$ cat src/rtl/vga_pkg.sv
// Shared VGA timing constants (640x480@60 defaults) and the coordinate type.
package vga_pkg;

  typedef logic [9:0] coord_t;

  localparam int H_VISIBLE_DEF = 640;
  localparam int H_FP_DEF      = 16;
  localparam int H_SYNC_DEF    = 96;
  localparam int H_BP_DEF      = 48;
  localparam int H_TOTAL       = H_VISIBLE_DEF + H_FP_DEF + H_SYNC_DEF + H_BP_DEF;

  localparam int V_VISIBLE_DEF = 480;
  localparam int V_FP_DEF      = 10;
  localparam int V_SYNC_DEF    = 2;
  localparam int V_BP_DEF      = 33;
  localparam int V_TOTAL       = V_VISIBLE_DEF + V_FP_DEF + V_SYNC_DEF + V_BP_DEF;

  localparam int SYNC_DLY_DEF  = 2;

endpackage

$ cat src/rtl/sync_delay.sv
// DEPTH-stage shift pipeline for an active-low sync strobe; advances on pix_ce, resets to 1.
module sync_delay #(
  parameter int DEPTH = 2
) (
  input  logic vga_clk,
  input  logic reset,
  input  logic pix_ce,
  input  logic d,
  output logic q
);

  logic [DEPTH-1:0] sr;

  always_ff @(posedge vga_clk or posedge reset) begin
    if (reset) begin
      sr <= '1;
    end else if (pix_ce) begin
      sr[0] <= d;
      for (int i = 1; i < DEPTH; i++) begin
        sr[i] <= sr[i-1];
      end
    end
  end

  assign q = sr[DEPTH-1];

endmodule

$ cat src/rtl/vga_timing_gen.sv
// VGA raster counters, blanking decode and delayed sync generation.
// Optional 16-bit frame counter enabled by defining VGA_FRAME_CNT_EN.
module vga_timing_gen
  import vga_pkg::*;
#(
  parameter int H_VISIBLE = H_VISIBLE_DEF,
  parameter int H_FP      = H_FP_DEF,
  parameter int H_SYNC    = H_SYNC_DEF,
  parameter int H_BP      = H_BP_DEF,
  parameter int V_VISIBLE = V_VISIBLE_DEF,
  parameter int V_FP      = V_FP_DEF,
  parameter int V_SYNC    = V_SYNC_DEF,
  parameter int V_BP      = V_BP_DEF,
  parameter int SYNC_DLY  = SYNC_DLY_DEF
) (
  input  logic        vga_clk,
  input  logic        reset,
  input  logic        pix_ce,
  output coord_t      DrawX,
  output coord_t      DrawY,
  output logic        blank,
  output logic        hs,
  output logic        vs,
`ifdef VGA_FRAME_CNT_EN
  output logic [15:0] frame_count,
`endif
  output logic        frame_start
);

  localparam coord_t H_LAST   = coord_t'(H_VISIBLE + H_FP + H_SYNC + H_BP - 1);
  localparam coord_t V_LAST   = coord_t'(V_VISIBLE + V_FP + V_SYNC + V_BP - 1);
  localparam coord_t H_VIS    = coord_t'(H_VISIBLE);
  localparam coord_t V_VIS    = coord_t'(V_VISIBLE);
  localparam coord_t HS_START = coord_t'(H_VISIBLE + H_FP);
  localparam coord_t HS_END   = coord_t'(H_VISIBLE + H_FP + H_SYNC - 1);
  localparam coord_t VS_START = coord_t'(V_VISIBLE + V_FP);
  localparam coord_t VS_END   = coord_t'(V_VISIBLE + V_FP + V_SYNC - 1);

  logic line_end;
  logic frame_end;
  logic hs_n;
  logic vs_n;

  assign line_end  = (DrawX == H_LAST);
  assign frame_end = line_end && (DrawY == V_LAST);

  always_ff @(posedge vga_clk or posedge reset) begin
    if (reset) begin
      DrawX       <= '0;
      DrawY       <= '0;
      frame_start <= 1'b0;
    end else begin
      frame_start <= 1'b0;
      if (pix_ce) begin
        if (line_end) begin
          DrawX <= '0;
          if (frame_end) begin
            DrawY       <= '0;
            frame_start <= 1'b1;
          end else begin
            DrawY <= DrawY + 10'd1;
          end
        end else begin
          DrawX <= DrawX + 10'd1;
        end
      end
    end
  end

`ifdef VGA_FRAME_CNT_EN
  always_ff @(posedge vga_clk or posedge reset) begin
    if (reset) begin
      frame_count <= '0;
    end else if (pix_ce && frame_end) begin
      frame_count <= frame_count + 16'd1;
    end
  end
`endif

  // blank is high in the visible area, aligned with the registered counters
  assign blank = (DrawX < H_VIS) && (DrawY < V_VIS);
  assign hs_n  = !((DrawX >= HS_START) && (DrawX <= HS_END));
  assign vs_n  = !((DrawY >= VS_START) && (DrawY <= VS_END));

  // Delay matches the downstream pixel data latency; zero depth is a wire.
  generate
    if (SYNC_DLY == 0) begin : g_sync_direct
      assign hs = hs_n;
      assign vs = vs_n;
    end else begin : g_sync_pipe
      sync_delay #(.DEPTH(SYNC_DLY)) u_hs_dly (
        .vga_clk (vga_clk),
        .reset   (reset),
        .pix_ce  (pix_ce),
        .d       (hs_n),
        .q       (hs)
      );
      sync_delay #(.DEPTH(SYNC_DLY)) u_vs_dly (
        .vga_clk (vga_clk),
        .reset   (reset),
        .pix_ce  (pix_ce),
        .d       (vs_n),
        .q       (vs)
      );
    end
  endgenerate

endmodule

$ cat config.mk
export PLATFORM = sky130hd
export DESIGN_NAME = vga_timing_gen
export DESIGN_NICKNAME = d
export VERILOG_FILES = /design/src/rtl/vga_pkg.sv /design/src/rtl/sync_delay.sv /design/src/rtl/vga_timing_gen.sv
export SDC_FILE = /design/constraint.sdc
export NUM_CORES = 1
export LEC_CHECK = 0
export BUFFER_PORTS_ARGS = -buffer_cell sky130_fd_sc_hd__buf_4
export CORE_ASPECT_RATIO = 1.1
export CORE_UTILIZATION = 40
export CTS_CLUSTER_SIZE = 8
export DETAILED_ROUTE_END_ITERATION = 10
export REMOVE_ABC_BUFFERS = 1
export SLEW_MARGIN = 30
export SYNTH_ARGS = -nofsm -noshare
export SYNTH_HDL_FRONTEND = slang
export SYNTH_SLANG_ARGS = --single-unit
$ cat constraint.sdc
create_clock -name vga_clk -period 1.7 [get_ports vga_clk]
set_input_delay 0.255 -clock vga_clk [delete_from_list [all_inputs] [get_ports vga_clk]]
set_output_delay 0.255 -clock vga_clk [all_outputs]
set_load 0.005 [all_outputs]
==> flow_metrics.py, run 1 <==
metrics = {
    "global_routing": {
        "track_usage_pct": 18.2,
        "grt_pass1_vias": 1020,
        "grt_most_used_layer": "met2",
        "grt_pass1_wl_mm": 4.70,
        "overflow": 0,
        "grtUsageMet2_pct": 29.8,
        "grtUsageMet3_pct": 2.35,
        "grt_start_max_net_pins": 26,
        "grt_use_met1_pct": 24.5,
        "antenna_found_initial": 0,
    },
    "power": {
        "p_int_uw": 906,
        "p_per_area_mw_per_mm2": 762,
        "power.leakage_uw": 0.000808,
        "clkPwrFrac_pct": 20.0,
        "peakVddDrop_uv": 614,
        "p_total_uw": 1280,
        "pwr-share-comb_pct": 23.6,
        "p_seq_share_pct": 56.4,
        "p_sw_share_pct": 29.4,
        "power_switching_uw": 378,
    },
    "floorplanning": {
        "die_h_um": 61.0,
        "row_count": 21,
        "ios": 27,
        "initial_utilization_pct": 41.8,
        "dieArea_mm2": 0.00339,
        "die_x_um": 55.6,
        "core_mm2": 0.00302,
    },
    "sta": {
        "slew_headroom_pct": 76.8,
        "fin_crit_sh_pct": 100,
        "rsz0062_at_grt": "yes",
        "finalWorstSetupSlack_ps": -1.00,
        "fmax_mhz": 588,
        "max_slew.worst_pin.slew_ps": 347,
        "fin_crit_ps": 1700,
        "hold_violations": 0,
        "maxSlewViolCount": 0,
        "setup_viol": 1,
        "finClkSkew_ps": 1.24,
    },
    "status": {
        "violations": "negative setup slack",
        "outcome": "finished, violations left",
    },
    "worst_setup_path": {
        "critPathLaunchType": "flip-flop",
        "arrival_ps": 1450,
        "crit_path_max_fanout": 4,
        "cp-end-kind": "primary output",
        "required_ps": 1440,
        "path_class": "flip-flop to primary output",
    },
    "detailed_routing": {
        "vias": 1062,
        "drc": 0,
        "vias_per_cell": 5.23,
        "drt-pass1-iter-count": 4,
        "postRouteAntennaNets": 0,
        "wl_per_cell_um": 13.4,
        "drt-total-wl_mm": 2.72,
        "drt_iter0_drc": 31,
    },
    "clock_tree": {
        "clk_pin_slew_ps": 130,
        "cts_tree": "yes",
        "postCtsSetupBuffers": 0,
        "htreeDepth": 1,
        "cts_sinks": 25,
        "clk_latency_ps": 310,
        "cts_inserted_buffers": 3,
        "clock_path_buffers": 2,
        "root_buffer": "clkbuf_4",
    },
    "logic_synthesis": {
        "synth_top_family_by_area": "simple AND/OR/NAND/NOR gates",
        "synth_area_mm2": 0.00126,
        "ys.warnings.count": 0,
        "synthSimpleGateAreaFrac_pct": 21.6,
        "ys_seq_area_share_pct": 49.9,
        "ys_ff_latch": 25,
        "avgSynthCellArea_um2": 10.2,
        "synthMuxAreaShare_pct": 4.16,
        "ys_types": 35,
        "synth_xor_area_share_pct": 6.93,
        "synth_fa_ha_area_share_pct": 3.96,
        "synth_compound_area_share_pct": 8.32,
        "syn_inst": 124,
    },
    "finish": {
        "drive_gt1_share_pct": 35.5,
        "n_antenna_cell": 0,
        "area_growth_pct": 33.3,
        "layout.nets": 177,
    },
    "placed_design": {
        "dpl_worst_slack_ps": -23.0,
        "post-dp-hpwl_mm": 1.95,
        "gp_congestion": 0.862,
        "place.port_buffers": 26,
    },
    "job": {
        "cap_violations": 0,
    },
    "worst_hold_path": {
        "hold_path.class": "input port to flip-flop",
    },
}
-- power by group through the flow --
stage | sequential [µW] | combinational [µW] | clock (µW)
6_report | 723 | 303 | 256
5_1_grt | 738 | 344 | 297
4_1_cts | 726 | 307 | 277
3_5_place_dp | 738 | 302 | 0
3_3_place_gp | 732 | 297 | 0
2_1_floorplan | 742 | 139 | 0
-- logic make-up after synthesis --
kind of cell | after synthesis
muxes | 5
buffers and inverters | 13
and+or+nand+nor | 51
adders and majority gates | 4
DFF | 25
xor gates and xnor gates | 10
AOI/OAI and AO/OA | 16
-- routing by layer --
layer	wire, µm	share of wire (%)	vias to the layer above
met5	0	0	-
met4	38	1.4	0
met3	96	3.5	4
met2	1290	47	29
met1	1300	48	508
li1	-	-	521
-- area by class of cell --
class / instances / area (µm²)
multi-input combinational: 86 / 589
clock buffer: 3 / 22.5
tap: 34 / 42.5
inverter: 9 / 33.8
sequential: 25 / 631
timing repair buffer: 45 / 360
fill: 276 / 1340
clock inverter: 1 / 5.00
-- through the flow --
stage               hold WS [ps]  util (%)  setup TNS (ps)  instance area [µm²]  cells
floorplan                    279         -               0                 1230    120
global placement             331      53.5               0                 1620    198
detailed placement           333      53.5           -23.0                 1620    198
CTS                          147      55.5               0                 1680    203
global route                 162      55.7            -187                 1680    203
finish                       169      55.7           -1.00                 1680    203
-- worst max-delay path: stages (launching register included) --
cell,delay [ps]
dfrtp_1,410
buf_6,130
and3_4,170
and2_4,180
nor3_4,120
buf_4,130
-- state kept, by name, indices dropped and copies added (netlist names) --
name                     cells
frame_start                  1
g_sync_pipe.u_hs_dly.sr      2
DrawX                       10
DrawY                       10
g_sync_pipe.u_vs_dly.sr      2
-- Yosys cell counts, drive strengths merged --
cell type	n	area share, %
clkbuf	1	0.30
dfrtp	21	42
or4	1	0.59
ha	4	4.0
nor4	3	1.5
mux2i	3	2.4
and4	1	0.69
dfstp	4	8.3
nor2	8	2.4
a31oi	3	1.5
and2	3	1.5
inv	9	2.7
o21ai	5	2.0
o21a	1	0.59
mux2	2	1.8
nor4b	1	1.2
nand3	5	2.0
a41oi	1	0.69
nand2	12	3.6
a21oi	3	1.2
nor3	3	1.2
buf	3	2.2
nand4	6	3.0
o22ai	1	0.50
xnor2	8	5.5
and3	5	2.6
nand2b	1	0.50
a21boi	1	0.59
or3	2	0.99
xor2	2	1.4
a21bo	1	1.3
-- final timing paths --
kind                            cells past startpoint                         end                       start  slack [ps]
worst max-delay path                                5                       blank                    DrawY[7]          -1
worst min-delay path                                2  g_sync_pipe.u_hs_dly.sr[0]                      pix_ce         170
worst max register to register                      4                    DrawY[9]                    DrawY[6]          30
worst min register to register                      2  g_sync_pipe.u_hs_dly.sr[0]  g_sync_pipe.u_hs_dly.sr[0]         500
max in group asynchronous                           4  g_sync_pipe.u_hs_dly.sr[0]                       reset         880
min in group asynchronous                           4                 frame_start                       reset         530
-- cells in the final DEF, fill, tap and decap left out, drive strengths merged --
master       synthesis  layout
dfrtp               21      21
a31oi                3       3
clkinv               0       1
ha                   4       4
a21bo                1       1
clkbuf               1       3
a21boi               1       1
nor4                 3       3
or3                  2       2
nand3                5       5
inv                  9       9
a21oi                3       3
mux2i                3       3
or4                  1       1
o21a                 1       1
xor2                 2       2
nand2b               1       1
and3                 5       5
o21ai                5       5
buf                  3      44
dlygate4sd3          0       1
xnor2                8       8
nor2                 8       8
nor3                 3       3
and2                 3       3
dfstp                4       4
mux2                 2       2
nor4b                1       1
nand2               12      12
and4                 1       1
a41oi                1       1
o22ai                1       1
nand4                6       6
-- repair_timing --
action                                 in CTS  in global routing
pin swaps                                   1                  3
hold buffers                                1                  0
setup endpoints to repair                   2                  5
endpoints found under the hold margin      21                  0
resized for setup                           7                  1
(Power assumes the default switching activity.)
==> run 2, diff against run 1 <==
--- a/config.mk
+++ b/config.mk
@@ -6,7 +6,6 @@
 export NUM_CORES = 1
 export LEC_CHECK = 0
 export BUFFER_PORTS_ARGS = -buffer_cell sky130_fd_sc_hd__buf_4
-export CORE_ASPECT_RATIO = 1.1
 export CORE_UTILIZATION = 40
 export CTS_CLUSTER_SIZE = 8
 export DETAILED_ROUTE_END_ITERATION = 10
==> flow_metrics.py, run 2 (synthesis results as in run 1) <==
metrics = {
    "sta": {
        "maxSlewViolCount": 0,
        "finalWorstSetupSlack_ps": -6.76,
        "rsz0062_at_grt": "yes",
        "fmax_mhz": 586,
        "finClkSkew_ps": 2.70,
        "hold_violations": 0,
        "fin_crit_ps": 1710,
        "setup_viol": 1,
        "max_slew.worst_pin.slew_ps": 383,
        "slew_headroom_pct": 74.4,
        "fin_crit_sh_pct": 100,
    },
    "worst_setup_path": {
        "crit_path_max_fanout": 4,
        "arrival_ps": 1450,
        "cp-end-kind": "primary output",
        "path_class": "flip-flop to primary output",
        "timing.rr.start": "DrawY[7]",
        "required_ps": 1440,
        "r2r_slack_ps": 10,
        "critPathLaunchType": "flip-flop",
        "reg2reg_depth": 5,
        "r2r_end": "DrawY[9]",
    },
    "global_routing": {
        "grt_start_max_net_pins": 17,
        "antenna_found_initial": 0,
        "overflow": 0,
        "grt_pass1_wl_mm": 4.63,
        "grt_pass1_vias": 1007,
        "track_usage_pct": 18.2,
    },
    "floorplanning": {
        "ios": 27,
        "die_h_um": 58.2,
        "core_mm2": 0.00303,
        "initial_utilization_pct": 41.7,
        "die_x_um": 58.2,
        "dieArea_mm2": 0.00339,
        "row_count": 20,
    },
    "detailed_routing": {
        "drt-pass1-iter-count": 4,
        "vias_per_cell": 5.02,
        "postRouteAntennaNets": 0,
        "drc": 0,
        "drt-total-wl_mm": 2.80,
        "vias": 1084,
        "wl_per_cell_um": 13.0,
        "drt_iter0_drc": 54,
    },
    "worst_hold_path": {
        "hold_path_depth": 2,
        "hold_path.class": "input port to flip-flop",
        "hold_end": "g_sync_pipe.u_hs_dly.sr[0]",
        "min_from": "pix_ce",
    },
    "finish": {
        "layout.nets": 180,
        "multi_input_area_um2": 592,
        "drive_gt1_share_pct": 36.6,
        "final_cell_area_mm2": 0.00172,
        "final_cell_mix": "buf_4, dfrtp_1, nand2_1",
        "area_growth_pct": 36.2,
        "fillCellCount": 288,
        "top_regs": "DrawX: 10 flops, DrawY: 10 flops",
        "fin_util_pct": 56.9,
        "mostFrequentLayoutCell": "buf_4",
        "seqCellArea_um2": 631,
        "n_antenna_cell": 0,
    },
    "clock_tree": {
        "root_buffer": "clkbuf_4",
        "clk_pin_slew_ps": 140,
        "cts_inserted_buffers": 3,
        "cts_sinks": 25,
        "htreeDepth": 1,
        "clk_latency_ps": 310,
        "clock_path_buffers": 2,
        "cts_tree": "yes",
    },
    "status": {
        "outcome": "finished, violations left",
        "violations": "negative setup slack",
    },
    "power": {
        "power.leakage_uw": 0.000831,
        "peakVddDrop_uv": 371,
        "p_total_uw": 1350,
        "p_per_area_mw_per_mm2": 783,
    },
    "placed_design": {
        "post-dp-hpwl_mm": 2.12,
        "gp_congestion": 0.875,
        "place.port_buffers": 26,
        "postPlaceCellArea_mm2": 0.00165,
    },
    "job": {
        "cap_violations": 0,
    },
}
run 2: cell types whose count changed in the layout (fill, tap and decap cells not counted), sizes merged:
cell / previous run / this run
buf: 44 / 47
run 2: power breakdown:
| group | switching, µW | total (µW) | internal, µW |
|---|---|---|---|
| combinational | 164 | 365 | 201 |
| sequential | 61.5 | 714 | 653 |
| clock | 181 | 269 | 88.0 |
| total | 406 | 1350 | 942 |
run 2: area by class of cell:
| class | instances | area share [%] |
|---|---|---|
| inverters | 9 | 1.96 |
| clock inverters | 1 | 0.291 |
| well taps | 44 | 3.20 |
| multi-input cells | 86 | 34.4 |
| clock buffers | 3 | 1.31 |
| flip-flops and latches | 25 | 36.6 |
| repair buffers | 48 | 22.2 |
run 2: routing by layer:
metal / GRT usage [%] / share of wire, % / vias up
li1: - / - / 533
met1: 23.5 / 45 / 519
met2: 31.0 / 51 / 30
met3: 2.01 / 3.5 / 2
met4: 7.48 / 0.61 / 0
met5: 0 / 0 / -
run 2: timing repair:
item / in CTS / in global routing
pin swaps: 1 / 0
endpoints found under the setup margin: 2 / 3
resized for setup: 7 / 1
hold buffers: 1 / 0
endpoints found under the hold margin: 7 / 0
setup buffers: 1 / 0
run 2: worst max-delay path by stage:
| stage | from | end | slack [ps] | cells after the start |
|---|---|---|---|---|
| after global routing | DrawY[7] | blank | -70 | 5 |
| after floorplan | DrawY[5] | DrawY[9] | 20 | 4 |
| after global placement | DrawY[5] | DrawY[9] | 50 | 4 |
| after detailed placement | DrawY[0] | DrawY[9] | -5 | 6 |
| final | DrawY[7] | blank | -7 | 5 |
| after CTS | DrawY[7] | blank | -10 | 5 |
run 2: critical path: stages, from the launching register on:
cell and delay, ps:
dfrtp_1 420, buf_6 130, and3_4 180, and2_4 170, nor3_2 110, buf_4 130
run 2: stage by stage:
stage               setup TNS, ps  setup slack, ps  hold slack (ps)  std cells
floorplan                       0             19.4              279        120
global placement                0             46.5              253        210
detailed placement          -4.80            -4.80              260        210
CTS                         -14.6            -9.72              143        216
global route                 -117            -66.3              154        216
finish                      -6.76            -6.76              159        216
==> run 3, diff against run 2 <==
--- a/config.mk
+++ b/config.mk
@@ -9,6 +9,8 @@
 export CORE_UTILIZATION = 40
 export CTS_CLUSTER_SIZE = 8
 export DETAILED_ROUTE_END_ITERATION = 10
+export GPL_ROUTABILITY_DRIVEN = 0
+export PLACE_DENSITY = 0.72
 export REMOVE_ABC_BUFFERS = 1
 export SLEW_MARGIN = 30
 export SYNTH_ARGS = -nofsm -noshare
==> constraint.sdc (replaced) <==
create_clock -name vga_clk -period 1.4 [get_ports vga_clk]
set_input_delay 0.21 -clock vga_clk [delete_from_list [all_inputs] [get_ports vga_clk]]
set_output_delay 0.21 -clock vga_clk [all_outputs]
set_load 0.005 [all_outputs]
==> flow_metrics.py, run 3 (synthesis results as in run 1) <==
metrics = {
    "status": {
        "outcome": "finished, violations left",
        "violations": "negative setup slack",
    },
    "clock_tree": {
        "clock_path_buffers": 2,
        "cts_sinks": 25,
        "clk_latency_ps": 310,
        "htreeDepth": 1,
        "cts_inserted_buffers": 3,
        "cts_tree": "yes",
        "clk_pin_slew_ps": 140,
        "root_buffer": "clkbuf_4",
    },
    "worst_setup_path": {
        "critPathLaunchType": "flip-flop",
        "path_class": "flip-flop to flip-flop",
        "crit_path_max_fanout": 7,
        "arrival_ps": 1900,
        "required_ps": 1620,
        "cp-end-kind": "flip-flop",
    },
    "global_routing": {
        "grt_pass1_vias": 1111,
        "track_usage_pct": 20.6,
        "grt_start_max_net_pins": 26,
        "antenna_found_initial": 0,
        "grt_pass1_wl_mm": 5.29,
        "overflow": 0,
    },
    "floorplanning": {
        "die_h_um": 58.2,
        "row_count": 20,
        "initial_utilization_pct": 41.7,
        "dieArea_mm2": 0.00339,
        "core_mm2": 0.00303,
        "die_x_um": 58.2,
        "ios": 27,
    },
    "sta": {
        "fmax_mhz": 596,
        "finalWorstSetupSlack_ps": -277,
        "maxSlewViolCount": 0,
        "max_slew.worst_pin.slew_ps": 375,
        "setup_viol": 14,
        "finClkSkew_ps": 10.4,
        "fin_crit_ps": 1680,
        "slew_headroom_pct": 74.8,
        "hold_violations": 0,
        "tns_ps": -2100,
        "rsz0062_at_grt": "yes",
        "fin_crit_sh_pct": 120,
    },
    "detailed_routing": {
        "drt-pass1-iter-count": 4,
        "vias": 1138,
        "drc": 0,
        "vias_per_cell": 4.91,
        "drt-total-wl_mm": 3.20,
        "drt_iter0_drc": 51,
        "wl_per_cell_um": 13.8,
        "postRouteAntennaNets": 0,
    },
    "power": {
        "p_total_uw": 1730,
        "power.leakage_uw": 0.000915,
        "peakVddDrop_uv": 343,
        "p_per_area_mw_per_mm2": 910,
    },
    "placed_design": {
        "place.port_buffers": 26,
        "post-dp-hpwl_mm": 2.20,
    },
    "finish": {
        "n_antenna_cell": 0,
        "drive_gt1_share_pct": 46.8,
        "area_growth_pct": 50.2,
        "layout.nets": 196,
        "multi_input_area_um2": 636,
        "mostFrequentLayoutCell": "buf_4",
        "final_cell_mix": "buf_4, dfrtp_1, nand2_1",
        "seqCellArea_um2": 631,
        "top_regs": "DrawX: 10 flops, DrawY: 10 flops",
        "fillCellCount": 250,
    },
    "worst_hold_path": {
        "hold_path.class": "input port to flip-flop",
    },
    "job": {
        "cap_violations": 0,
    },
}
-- run 3: changes by cell type in the layout (fill, tap and decap cells not counted), moves of 2 or more --
cell / change
buf_4: +10
buf_6: +7
nor2_1: -2
nor2_2: +2
-- run 3: layout make-up --
type,instances,area share [%]
inverter,9,1.78
sequential,25,33.2
tap,44,2.90
timing repair buffer,64,27.2
clock buffer,4,1.38
multi-input combinational,86,33.5
-- run 3: worst max-delay path: stages (launching register included) --
cell and delay, ps:
dfrtp_1 430, buf_6 120, or3_1 290, or4_4 480, a21bo_4 200, a31oi_1 70
-- run 3: report_power, final --
part           leakage, µW  switching [µW]  internal [µW]  total [µW]
registers         0.000299            49.3            793         842
clock network    0.0000150             214            111         325
logic             0.000602             256            304         561
-- run 3: through the flow --
stage | cell area [µm²] | worst slack, ps | utilization, % | hold WS, ps | cells
final | 1900 | -277 | 62.7 | 66.6 | 232
after global placement | 1720 | -247 | 56.9 | 284 | 222
after CTS | 1870 | -270 | 61.6 | 49.1 | 232
after detailed placement | 1720 | -304 | 56.9 | 289 | 222
after global routing | 1900 | -342 | 62.7 | 43.3 | 232
after floorplan | 1230 | -281 | - | 234 | 120
-- run 3: final timing paths --
| path | from | endpoint | slack [ps] | depth (start not counted) |
|---|---|---|---|---|
| hold reg to reg | g_sync_pipe.u_hs_dly.sr[0] | g_sync_pipe.u_hs_dly.sr[0] | 500 | 2 |
| setup / recovery | DrawY[7] | DrawY[9] | -280 | 5 |
| setup reg to reg | DrawY[7] | DrawY[9] | -280 | 5 |
| hold / removal | pix_ce | g_sync_pipe.u_hs_dly.sr[0] | 70 | 2 |
| max in group asynchronous | reset | g_sync_pipe.u_hs_dly.sr[0] | 610 | 4 |
| min in group asynchronous | reset | DrawY[0] | 480 | 4 |
-- run 3: what timing repair did --
| item | in CTS | in global routing |
|---|---|---|
| hold buffers | 1 | 0 |
| gates cloned | 1 | 0 |
| buffers inserted | 4 | 0 |
| pin swaps | 10 | 9 |
| hold endpoints to repair | 21 | 0 |
| setup endpoints to repair | 19 | 19 |
| resized for setup | 22 | 7 |
-- run 3: metal layers --
layer / vias up / GRT usage, % / routed length [µm]
li1: 556 / - / -
met1: 553 / 26.7 / 1430
met2: 27 / 36.1 / 1650
met3: 2 / 2.90 / 106
met4: 0 / 5.10 / 9
met5: - / 0 / 0
